==> src/rtl/bit_deserializer.sv <==
// Serial-to-parallel converter: collects WIDTH bits from d into a word and
// hands it off through a one-entry output buffer with a valid/ready handshake.
module bit_deserializer #(
  parameter int unsigned WIDTH     = 8,
  parameter bit          MSB_FIRST = 1'b1
) (
  input  logic                         clk,
  input  logic                         reset,
  input  logic                         d,
  input  logic                         d_valid,
  input  logic                         clear,
  output logic [WIDTH-1:0]             q,
  output logic                         q_valid,
  input  logic                         q_ready,
  output logic [$clog2(WIDTH+1)-1:0]   bit_cnt,
  output logic                         overflow
);

  localparam int unsigned CW = $clog2(WIDTH + 1);

  typedef enum logic {EMPTY, FULL} state_t;

  state_t           state, state_nxt;
  logic [WIDTH-1:0] shreg, shreg_nxt, word, q_nxt;
  logic [CW-1:0]    cnt_nxt;
  logic             ovf_nxt;
  logic             done;
  logic             hs;

  assign q_valid = (state == FULL);

  // word is the shift register with the current d already shifted in, so the
  // completing bit reaches q on the same edge it is sampled.
  always_comb begin
    if (MSB_FIRST) word = {shreg[WIDTH-2:0], d};
    else           word = {d, shreg[WIDTH-1:1]};

    done = d_valid && !clear && (bit_cnt == CW'(WIDTH - 1));
    hs   = (state == FULL) && q_ready;

    shreg_nxt = shreg;
    cnt_nxt   = bit_cnt;
    if (clear) begin
      shreg_nxt = '0;
      cnt_nxt   = '0;
    end else if (d_valid) begin
      shreg_nxt = word;
      cnt_nxt   = done ? '0 : bit_cnt + CW'(1);
    end
  end

  always_comb begin
    state_nxt = state;
    q_nxt     = q;
    ovf_nxt   = overflow;
    case (state)
      EMPTY: begin
        if (done) begin
          q_nxt     = word;
          state_nxt = FULL;
        end
      end
      FULL: begin
        if (done) begin
          if (hs) q_nxt   = word;
          else    ovf_nxt = 1'b1;
        end else if (hs) begin
          state_nxt = EMPTY;
        end
      end
      default: state_nxt = EMPTY;
    endcase
  end

  always_ff @(posedge clk) begin
    if (!reset) begin
      state    <= EMPTY;
      shreg    <= '0;
      bit_cnt  <= '0;
      q        <= '0;
      overflow <= 1'b0;
    end else begin
      state    <= state_nxt;
      shreg    <= shreg_nxt;
      bit_cnt  <= cnt_nxt;
      q        <= q_nxt;
      overflow <= ovf_nxt;
    end
  end

endmodule

==> config.mk <==
export PLATFORM = sky130hd
export DESIGN_NAME = bit_deserializer
export DESIGN_NICKNAME = d
export VERILOG_FILES = /design/src/rtl/bit_deserializer.sv
export SDC_FILE = /design/constraint.sdc
export NUM_CORES = 1
export LEC_CHECK = 0
export CAP_MARGIN = 30
export CORE_MARGIN = 3
export CORE_UTILIZATION = 50
export CTS_CLUSTER_SIZE = 24
export DETAILED_ROUTE_END_ITERATION = 6
export PLACE_DENSITY = 0.86
export SYNTH_ARGS = -nofsm -noshare
export SYNTH_HDL_FRONTEND = slang
export SYNTH_SLANG_ARGS = --single-unit
export TNS_END_PERCENT = 5
==> constraint.sdc <==
create_clock -name clk -period 2.7 [get_ports clk]
set_input_delay 0.54 -clock clk [delete_from_list [all_inputs] [get_ports clk]]
set_output_delay 0.54 -clock clk [all_outputs]
set_load 0.01 [all_outputs]
---- After elaboration in Yosys (flattened, before gate mapping) ----
Cells that the tools add are included.
word-level totals
  register bits ........................... 21
  latch bits .............................. 0
  bits in writable memories ............... 0
  bits in read-only memories .............. 0
  bits of input ports ..................... 6
  output and inout bits ................... 14
  memories kept ........................... 0
cells by class
  add/subtract/negate cells ............... 1
  $mul .................................... 0
  divide/modulo/power cells ............... 0
  magnitude comparators ................... 0
  eq/ne operators ......................... 4
  shift operators ......................... 0
  mux-type cells .......................... 9
  bitwise operators ....................... 3
  reductions and logical operators ........ 7
operators with widths
  cell                                            count
  2-to-1 mux 8 bit                                3
  case mux 8 bit (2 select lines)                 1
  AND reduction 3 bit                             2
  adder 4 x 1 -> 4 bit (second input constant)    1
  == test 4 x 3 -> 1 bit (second input constant)  1
  2-to-1 mux 4 bit                                1
  != test 2 x 1 -> 1 bit (second input constant)  2
  logical AND 1 bit                               3
  2-to-1 mux 1 bit                                3
  NOT 1 bit                                       3
  != test 2 bit (second input constant)           1
  case mux 1 bit (2 select lines)                 1
  OR reduction 2 bit                              1
  logical NOT 1 bit                               1

---- Longest topological paths before layout ----
  depth in word-level cells ............... 5
  gate-level depth with buffers ........... 4
  mapped depth without buffers ............ 4

---- Least setup slack after synthesis ----
OpenSTA, ideal clock, no wires.
  path kind ............................... input to register
  start point ............................. input port clear
  end point ............................... register q[0]
  arrival ................................. 1.449 ns
  data required time ...................... 2.628 ns
  setup slack ............................. 1.179 ns
  stages on the path ...................... 3
  buffers on the path ..................... 0
  cells stage by stage .................... nand2b_1 > nor4_4 > mux2i_1
on the way
  cells in the longest elaborated chain, start to end .. 5
  elaborated cells between the ends (all ways) .. 6
  those cells by class .................... 2 x eq/ne; 4 x reduce/logical
ends and longest elaborated chain
  element                                                                   RTL line  source
  from (decl)                                                               11        input logic clear,
  logical NOT 1 bit *                                                       38        done = d_valid && !clear && (bit_cnt == CW'(WIDTH - 1));
  logical AND 1 bit * (2 in series)                                         38
  != test 2 bit (no line) / != test 2 x 1 -> 1 bit (equally long branches)  --
  AND reduction 3 bit (no line) *                                           --
  to (signal assigned)                                                      86        q <= q_nxt;
  to (decl)                                                                 12        output logic [WIDTH-1:0] q,
Every way passes the cells marked *; elsewhere a longest branch is shown, timed or not.
A chain may end at the register's enable or synchronous reset.

---- Final worst setup path ----
  start point ............................. register bit_cnt[3]
  end point ............................... output port bit_cnt[3]
RTL lines
  element                 RTL line  source
  from (decl)             15        output logic [$clog2(WIDTH+1)-1:0] bit_cnt,
  from (signal assigned)  85        bit_cnt <= cnt_nxt;
No word-level cell between the ends.

==> run metrics <==
status completed; First DRT Iteration DRCs 13; commonest non-fill, non-tap cell in the layout dfxtp_1; Core Area ~1500 sq um; final net count 113; worst path cell trace clkdlybuf4s50_1; WL/cell 11.5 um; Post-Syn Nets between 90 and 100; clock skew about 0.0019 ns; clock sinks 21; Die W 46.7 um; largest net degree at the start of global routing 20; final worst slack about 0.85 ns; max cap viols 0; Sum Neg Setup Slack 0 ns; Crit path largest cell delay 0.58 ns; Hold-fix buffers, CTS 0; number of setup buffers added after CTS 0; port bufs 19; relative slew slack approximately 55%; final weighted congestion in routability-driven placement between 0.7 and 0.8; Total Wirelength roughly 1.4 mm; vias in the first global route 526; Worst-path clk slew 0.11 ns; first-pass GRT wire length between 2 and 2.5 mm; total inserted antenna cells 0; nature of the critical path endpoint primary output; area grow syn2layout 28.4%; maximum VDD drop about 0.36 mV; final worst-path cycle share roughly 69%; DR pass1 iterations 4; CTS tree built; Worst Path Arrival 1.31 ns; post-route ant nets 0; commonest cells after routing, fill and taps aside 21 x dfxtp_1, 19 x clkdlybuf4s50_1, 18 x nand2_1; CP bufs+invs 1; PostCTS Resize Cnt 0; share of Yosys cell area claimed by the top area cell type between 50% and 60%; Top Family by Delay on Critical Path buffers and inverters; Post-Synthesis Cells 84; RSZ-0062 raised after global routing false; DP HPWL roughly 1000 um; top cells by area, synth dfxtp_1 51%, mux2i_1 19%, nand2_1 8.2%; #FFs+latches synth 21; Longest Clk Path Bufs 2; gr usage total around 15%; Top Ports 20; Initial Utilization between 50% and 60%; Slew @ Worst Pin roughly 0.67 ns; H-tree depth 1; initial antenna violation count 0; row count 14; Pins Over Slew Limit 0; Critical Path Start Type flip-flop; Leak 0.375 nW; sequential fraction of the synthesis area between 50 and 60%; CP max-delay cell clkdlybuf4s50_1; PwrDens ~460 nW/um^2; Setup WS pre-CTS between 0.5 and 0.6 ns; Netlist cell types 18; die area approximately 2200 sq um; Data required, critical path 2.16 ns; Hold WC Path Type flip-flop to flip-flop; final hold slack about 0.46 ns; CTS buffer count 3; clock latency at the later pin of the worst-skew pair 0.29 ns; Fin. Hold Viols 0; f_max about 540 MHz; yosys warns 0; crit-path max FO 4; min Tclk post-route 1.85 ns; grt ovf 0; Crit Path Class flip-flop to primary output; Vias/cell 4.96; Synth Area per Inst 9.86 sq um; chip height around 47 um; area leader, netlist dfxtp_1; routed via count 600; # DRC 0; CTS root buf clkbuf_4; layout cells sized above 1 approximately 6.7%; cell area after synthesis around 830 sq um; setup violators final 0
cells by family after synthesis:
family	count (synthesis)	synth area share, %
xor gates and xnor gates	2	2.12
adders and majority gates	1	1.51
AOI/OAI and AO/OA	3	2.72
buffers and inverters	4	1.96
muxes	16	19.3
DFF	21	50.8
and+or+nand+nor	37	21.6
sequential cells by signal, indices dropped and copies added, names as in the netlist:
register / count
q_valid: 1
shreg: 7
q: 8
bit_cnt: 4
overflow: 1
per-layer routing:
metal	part of all wire (%)	up-vias	track usage (%)
met3	3.1	2	2.34
met4	0.86	0	8.29
met1	52	263	22.2
li1	-	326	-
met2	44	9	20.9
met5	0	-	0
cells in the mapped netlist (all sizes together):
cell / count
nand4: 1
nand2b: 3
nor4: 1
clkbuf: 3
buf: 1
and2: 1
or3b: 1
nor3: 2
a31o: 1
o21a: 1
ha: 1
nand2: 18
mux2i: 16
xor2: 2
dfxtp: 21
nor2b: 1
nor2: 9
o22ai: 1
layout make-up:
| type | instances | area, sq um |
|---|---|---|
| sequential | 21 | 420 |
| fill | 124 | 478 |
| multi-input combinational | 59 | 392 |
| clock buffer | 4 | 26.3 |
| timing repair buffer | 21 | 205 |
| tap | 16 | 20.0 |
path summary, 6_finish.rpt:
| kind | startpoint | endpoint | slack, ns | cells past startpoint |
|---|---|---|---|---|
| hold reg to reg | q[7]$_SDFFE_PN0P_ | q[7]$_SDFFE_PN0P_ | 0.46 | 2 |
| setup reg to reg | bit_cnt[0]$_SDFFE_PP0P_ | q[6]$_SDFFE_PN0P_ | 1.06 | 4 |
| setup / recovery | bit_cnt[3]$_SDFFE_PP0P_ | bit_cnt[3] | 0.85 | 1 |
| hold / removal | q[7]$_SDFFE_PN0P_ | q[7]$_SDFFE_PN0P_ | 0.46 | 2 |
per-stage QoR:
step                      std cells  total power [mW]  cell area (sq um)  utilization [%]
final                           121             0.490               1060             69.0
after global routing            121             0.513               1060             69.0
after CTS                       121             0.495               1060             69.0
after detailed placement        117             0.349               1040             67.3
after global placement          117             0.349               1040             67.3
after floorplan                  84             0.336                828                -
power by group:
group	total (mW)	leakage, nW	switching (mW)	internal [mW]
clock	0.148	0.0150	0.0906	0.0575
sequential	0.313	0.169	0.00161	0.311
combinational	0.0291	0.191	0.0139	0.0152
total	0.490	0.375	0.106	0.384
Note: power is estimated with default switching activity, not from simulation.
